<file path="src/rtl/eth_top_pkg.sv">
`default_nettype none
// ============================================================================
// Module   : eth_top_pkg
// Purpose  : Shared types and constants for the Ethernet TX arbiter slice.
//            Holds the arbiter state encoding, the default watchdog limit
//            and the width of the watchdog stall counter.
// Revision : 1.0 - initial release
// ============================================================================
package eth_top_pkg;

    typedef enum logic [1:0] {
        ST_IDLE  = 2'd0,
        ST_GRANT = 2'd1,
        ST_ABORT = 2'd2,
        ST_DRAIN = 2'd3
    } eth_tx_arb_state_e;

    // Default watchdog stall limit in clock cycles.
    localparam int unsigned c_IDLE_MAX_DEFAULT = 1024;

    // Stall counter width; covers the largest legal IdleMax (65535).
    localparam int unsigned c_STALL_W = 16;

endpackage
`default_nettype wire

</file>
<file path="src/rtl/eth_rr_pick.sv">
`default_nettype none
// ============================================================================
// Module   : eth_rr_pick
// Purpose  : Combinational round-robin selector. Returns the first asserted
//            request at or cyclically after the pointer.
// Ports    : req_i  - request vector, one bit per requester
//            ptr_i  - index where the search starts
//            idx_o  - selected index (equals ptr_i when nothing requests)
//            any_o  - high when at least one request is asserted
// Revision : 1.0 - initial release
// ============================================================================
module eth_rr_pick #(
    parameter int unsigned NumIn = 2
) (
    input  logic [NumIn-1:0]         req_i,
    input  logic [$clog2(NumIn)-1:0] ptr_i,
    output logic [$clog2(NumIn)-1:0] idx_o,
    output logic                     any_o
);

    localparam int unsigned IdxW = $clog2(NumIn);

    int cand;

    // Walk offsets from farthest to nearest so the nearest hit wins.
    always_comb begin
        idx_o = ptr_i;
        cand  = 0;
        for (int k = int'(NumIn) - 1; k >= 0; k--) begin
            cand = int'(ptr_i) + k;
            if (cand >= int'(NumIn)) begin
                cand = cand - int'(NumIn);
            end
            if (req_i[IdxW'(cand)]) begin
                idx_o = IdxW'(cand);
            end
        end
    end

    assign any_o = |req_i;

endmodule
`default_nettype wire

</file>
<file path="src/rtl/eth_tx_arb.sv">
`default_nettype none
// ============================================================================
// Module   : eth_tx_arb
// Purpose  : Frame-granular round-robin arbiter merging NumIn AXI-Stream
//            requesters into one stream toward the Ethernet TX input.
//            Optional stall watchdog (compile with ETH_TX_ARB_WATCHDOG_EN)
//            aborts a frame whose owner stops sending for IdleMax cycles:
//            an error beat (tlast=1, tuser=1, data=0) terminates the frame
//            downstream and the rest of the owner's frame is discarded.
// Ports    : clk_i/rst_i           - clock, synchronous active-high reset
//            in_t*_i / in_tready_o - requester streams (packed per index)
//            out_t*_o/out_tready_i - merged stream
//            grant_o               - current (or last) owner index
//            busy_o                - high whenever not idle
//            abort_o               - one-cycle pulse on watchdog abort
// Revision : 1.0 - initial release
// ============================================================================
module eth_tx_arb
    import eth_top_pkg::*;
#(
    parameter int unsigned NumIn     = 2,
    parameter int unsigned DataWidth = 8,
    parameter int unsigned IdleMax   = c_IDLE_MAX_DEFAULT
) (
    input  logic                             clk_i,
    input  logic                             rst_i,
    input  logic [NumIn-1:0][DataWidth-1:0]  in_tdata_i,
    input  logic [NumIn-1:0]                 in_tlast_i,
    input  logic [NumIn-1:0]                 in_tuser_i,
    input  logic [NumIn-1:0]                 in_tvalid_i,
    output logic [NumIn-1:0]                 in_tready_o,
    output logic [DataWidth-1:0]             out_tdata_o,
    output logic                             out_tlast_o,
    output logic                             out_tuser_o,
    output logic                             out_tvalid_o,
    input  logic                             out_tready_i,
    output logic [$clog2(NumIn)-1:0]         grant_o,
    output logic                             busy_o,
    output logic                             abort_o
);

    localparam int unsigned IdxW = $clog2(NumIn);

    eth_tx_arb_state_e state_q;
    logic [IdxW-1:0]   grant_q;
    logic [IdxW-1:0]   ptr_q;
    logic [IdxW-1:0]   ptr_d;
    logic [IdxW-1:0]   pick_idx;
    logic              pick_any;
    logic              sel_valid;
    logic              sel_last;

    eth_rr_pick #(
        .NumIn (NumIn)
    ) u_pick (
        .req_i (in_tvalid_i),
        .ptr_i (ptr_q),
        .idx_o (pick_idx),
        .any_o (pick_any)
    );

    assign sel_valid = in_tvalid_i[grant_q];
    assign sel_last  = in_tlast_i[grant_q];

    // Pointer moves past the owner that just finished its frame.
    assign ptr_d = (grant_q == IdxW'(NumIn - 1)) ? '0 : grant_q + IdxW'(1);

`ifdef ETH_TX_ARB_WATCHDOG_EN
    localparam logic [c_STALL_W-1:0] c_STALL_LAST = c_STALL_W'(IdleMax - 1);

    logic [c_STALL_W-1:0] stall_q;
    logic                 abort_q;
`else
    // IdleMax has no effect without the watchdog.
    logic unused_cfg;
    assign unused_cfg = (IdleMax == 0);
`endif

    always_ff @(posedge clk_i) begin
        if (rst_i) begin
            state_q <= ST_IDLE;
            grant_q <= '0;
            ptr_q   <= '0;
`ifdef ETH_TX_ARB_WATCHDOG_EN
            stall_q <= '0;
            abort_q <= 1'b0;
`endif
        end else begin
`ifdef ETH_TX_ARB_WATCHDOG_EN
            abort_q <= 1'b0;
`endif
            case (state_q)
                ST_IDLE: begin
`ifdef ETH_TX_ARB_WATCHDOG_EN
                    stall_q <= '0;
`endif
                    if (pick_any) begin
                        grant_q <= pick_idx;
                        state_q <= ST_GRANT;
                    end
                end
                ST_GRANT: begin
                    if (sel_valid && sel_last && out_tready_i) begin
                        ptr_q   <= ptr_d;
                        state_q <= ST_IDLE;
                    end
`ifdef ETH_TX_ARB_WATCHDOG_EN
                    // Counter holds the number of stalled cycles seen so far;
                    // the stall that would make it IdleMax triggers the abort.
                    if (sel_valid) begin
                        stall_q <= '0;
                    end else if (stall_q >= c_STALL_LAST) begin
                        stall_q <= '0;
                        abort_q <= 1'b1;
                        state_q <= ST_ABORT;
                    end else begin
                        stall_q <= stall_q + c_STALL_W'(1);
                    end
`endif
                end
`ifdef ETH_TX_ARB_WATCHDOG_EN
                ST_ABORT: begin
                    if (out_tready_i) begin
                        state_q <= ST_DRAIN;
                    end
                end
                ST_DRAIN: begin
                    if (sel_valid && sel_last) begin
                        ptr_q   <= ptr_d;
                        state_q <= ST_IDLE;
                    end
                end
`endif
                default: begin
                    state_q <= ST_IDLE;
                end
            endcase
        end
    end

    // Output steering. Everything is forced low while reset is asserted so a
    // frame in flight is dropped in the same cycle reset arrives.
    always_comb begin
        out_tdata_o  = '0;
        out_tlast_o  = 1'b0;
        out_tuser_o  = 1'b0;
        out_tvalid_o = 1'b0;
        in_tready_o  = '0;
        case (state_q)
            ST_GRANT: begin
                out_tdata_o           = in_tdata_i[grant_q];
                out_tlast_o           = in_tlast_i[grant_q];
                out_tuser_o           = in_tuser_i[grant_q];
                out_tvalid_o          = sel_valid;
                in_tready_o[grant_q]  = out_tready_i;
            end
`ifdef ETH_TX_ARB_WATCHDOG_EN
            ST_ABORT: begin
                out_tlast_o  = 1'b1;
                out_tuser_o  = 1'b1;
                out_tvalid_o = 1'b1;
            end
            ST_DRAIN: begin
                in_tready_o[grant_q] = 1'b1;
            end
`endif
            default: begin
                out_tvalid_o = 1'b0;
            end
        endcase
        if (rst_i) begin
            out_tdata_o  = '0;
            out_tlast_o  = 1'b0;
            out_tuser_o  = 1'b0;
            out_tvalid_o = 1'b0;
            in_tready_o  = '0;
        end
    end

    assign grant_o = rst_i ? '0 : grant_q;
    assign busy_o  = ~rst_i & (state_q != ST_IDLE);
`ifdef ETH_TX_ARB_WATCHDOG_EN
    assign abort_o = ~rst_i & abort_q;
`else
    assign abort_o = 1'b0;
`endif

endmodule
`default_nettype wire

</file>
<file path="config.mk">
export PLATFORM = sky130hd
export DESIGN_NAME = eth_tx_arb
export DESIGN_NICKNAME = d
export VERILOG_FILES = /design/src/rtl/eth_top_pkg.sv /design/src/rtl/eth_rr_pick.sv /design/src/rtl/eth_tx_arb.sv
export SDC_FILE = /design/constraint.sdc
export NUM_CORES = 1
export LEC_CHECK = 0
export BUFFER_PORTS_ARGS = -buffer_cell sky130_fd_sc_hd__buf_2
export CAP_MARGIN = 20
export CORE_AREA = 8 8 45 47
export CTS_CLUSTER_SIZE = 16
export DETAILED_ROUTE_END_ITERATION = 16
export DIE_AREA = 0 0 53 55
export PLACE_DENSITY = 0.69
export SYNTH_ARGS = -nofsm -noshare
export SYNTH_HDL_FRONTEND = slang
export SYNTH_SLANG_ARGS = --single-unit
</file>
<file path="constraint.sdc">
create_clock -name clk_i -period 1.2 [get_ports clk_i]
set_input_delay 0.18 -clock clk_i [delete_from_list [all_inputs] [get_ports clk_i]]
set_output_delay 0.18 -clock clk_i [all_outputs]
set_load 0.01 [all_outputs]
</file>
==> summary.md <==
| Metric | Value |
|---|---|
| Peak VDD IR | about 0.36 mV |
| Post-Route WL | around 1300 um |
| Final Hold Viols | 0 |
| Setup violations, final | 11 |
| CP Launch Type | flop |
| Clock tree buffer depth | 2 |
| Most frequent cells in the layout | buf_2 (39), nor2_1 (13), mux2i_1 (10) |
| Final Util | 48.7% |
| CTS Buf Count | 3 |
| Starting DRT DRC Count | 4 |
| CTS tree | built |
| Die area | 2920 sq um |
| Synth Instances | 48 |
| CP Capture Type | primary output |
| Fin area | 674 sq um |
| Top Ports | 41 |
| Post-Place Setup Slack | between 20 and 25 ps |
| Placed cells | 104 |
| WP data arrival | 1140 ps |
| Slowest-stage cell, CP | dfxtp_4 |
| Yosys warnings | 0 |
| # clock sinks | 3 |
| Hold endpoint | grant_q$_SDFFE_PP0P_ |
| Failing checks | setup timing |
| Crit path cell chain | buf_6, mux2i_4, nor2_1, buf_2 |
| Flop2flop setup slack | 20 ps |
| Sequential fraction of the synthesis area | about 17% |
| Clock transition at the registers of the reported paths | 40 ps |
| First-pass GRT wire length | 2010 um |
| Fin crit period | 1320 ps |
| Syn avg cell area | 7.30 sq um |
| Total power draw | 0.499 mW |
| Post-Syn Area | roughly 350 sq um |
| Static Leak | 0.358 nW |
| DRC viols | 0 |
| Met1 WL | 488 um |
| Sum of buffers and inverters on the critical path | 2 |
| RSZ-0062 raised after global routing | yes |
| Non-Filler Instances | 112 |
| Layout area overhead | 92.5% |
| Largest net degree at the start of global routing | 11 |
| Slew Limit Fails | 0 |
| Crit-path max FO | 4 |
| R2R Path Start | grant_q$_SDFFE_PP0P_ |
| R2r endpoint | state_q[0]$_SDFFE_PP0P_ |
| Detail Placement HPWL | 1080 um |
| Initial antenna violation count | 0 |
| Crit path kind | reg2out |
| Proportion of layout cells with a drive suffix above 1 | 61.5% |
| Total placed instance area | 572 sq um |
| PortBufs | 39 |
| GPL Wtd Cong | ~0.78 |
| Min setup slack post-route | -122 ps |
| Vias per inst | 4.57 |
| Fmax | 0.756 GHz |
| H-tree Lvls | 1 |
| Final-stage net count | 122 |
| WHS | around 180 ps |
| Min-Delay Path Class | in2reg |
| Core box area | 1380 sq um |
| Cell variety after synth | 20 |
| Hold Startpoint | rst_i |
| Met3 Wirelength | 180 um |
| Via Count | a little over 500 |
| Mapped Nets | 73 |
| Die H | between 50 and 60 um |
| Worst-case reg-to-reg path depth | 5 |
| Root buffer cell | clkbuf_4 |
| Final setup TNS | -948 ps |
| Worst hold stages | 2 |
| Starting density of the core | roughly 25% |
| Routed wl met2 | 672 um |
| # diodes | 0 |
| Final Skew | 1.50 ps |
| Period Utilization, post-route | 110% |
| Highest metal layer with signal wires | met3 |
| Die width | roughly 53 um |
| Most common cell after layout, fill and taps aside | buf_2 |
| Total GRT Usage | 9.17% |
| Pwr dens | ~740 nW/um^2 |
| Clk Latency, worst-skew pair | 230 ps |
| Status | finished, violations left |
| Crit-path max cell delay | 370 ps |
| FP Rows | 14 |
| Max-Cap Viols | 0 |
| CP Data Required Time | 1020 ps |
| Post-DRT Antenna Nets | 0 |
| WL/cell | 12.0 um |
| Crit-path leading delay family | flip-flops |
| Seq cells post-synth | 3 |
| DR pass1 iterations | 3 |
| Vias in the first global route | 487 |
| Overflow after GRT | 0 |
## sequential cells by signal, summed over array words and instances, names as in the netlist
name     cells
ptr_q        1
state_q      1
grant_q      1
## worst max-delay path by stage
| stage | startpoint | endpoint | slack, ps | depth (start not counted) |
|---|---|---|---|---|
| after floorplan | grant_q$_SDFFE_PP0P_ | out_tdata_o[1] | 160 | 4 |
| after global placement | rst_i | in_tready_o[1] | 30 | 5 |
| after detailed placement | rst_i | out_tdata_o[4] | 20 | 5 |
| after CTS | grant_q$_SDFFE_PP0P_ | out_tvalid_o | -120 | 4 |
| after global routing | grant_q$_SDFFE_PP0P_ | out_tvalid_o | -170 | 4 |
| final | grant_q$_SDFFE_PP0P_ | out_tvalid_o | -120 | 4 |
## synthesized netlist by cell type
cell type	count	area (sq um)
and3_1	1	6.26
nor2_1	13	48.8
buf_6	1	11.3
dfxtp_1	3	60.1
nand2b_1	1	6.26
nor3_1	3	15.0
inv_1	1	3.75
nor2b_1	1	6.26
o21bai_1	1	7.51
nand2_1	2	7.51
buf_4	2	15.0
mux2i_1	11	110
buf_2	1	5.00
o21ai_1	1	5.00
conb_1	1	3.75
or2_1	1	6.26
mux2i_2	1	13.8
a21oi_1	1	5.00
nand3_1	1	5.00
a41oi_1	1	8.76
## layout make-up
| class | instances | area, sq um |
|---|---|---|
| tap | 16 | 20.0 |
| sequential | 3 | 65.1 |
| timing repair buffer | 48 | 274 |
| clock buffer | 4 | 26.3 |
| inverter | 1 | 3.75 |
| multi-input combinational | 40 | 285 |
| fill | 148 | 709 |
## layer usage
layer,vias up,GRT usage (%)
met5,-,0
met4,0,6.47
met3,0,4.01
met2,25,17.0
met1,228,7.72
li1,259,-
## what timing repair did
action,CTS,global route
hold buffers,0,0
setup endpoints to repair,14,14
gates resized for setup,8,5
endpoints found under the hold margin,0,0
setup buffers,4,0
pin swaps,1,1
## cells by family (layout without fill, tap and decap cells)
logic type	after synthesis	count (layout)	share of synthesized area, %
and+or+nand+nor	23	23	28.9
muxes	12	12	35.4
buffers and inverters	5	53	10.0
AOI/OAI and AO/OA	4	4	7.50
DFF	3	3	17.1
other	1	1	1.07
## power breakdown
part	switching (mW)	internal [mW]	total, mW	leakage, nW
Sequential	0.00941	0.110	0.119	0.0257
Combinational	0.0912	0.114	0.205	0.318
Clock	0.0503	0.124	0.175	0.0150
Total	0.151	0.348	0.499	0.358
Power figures use the tool's default switching activity.
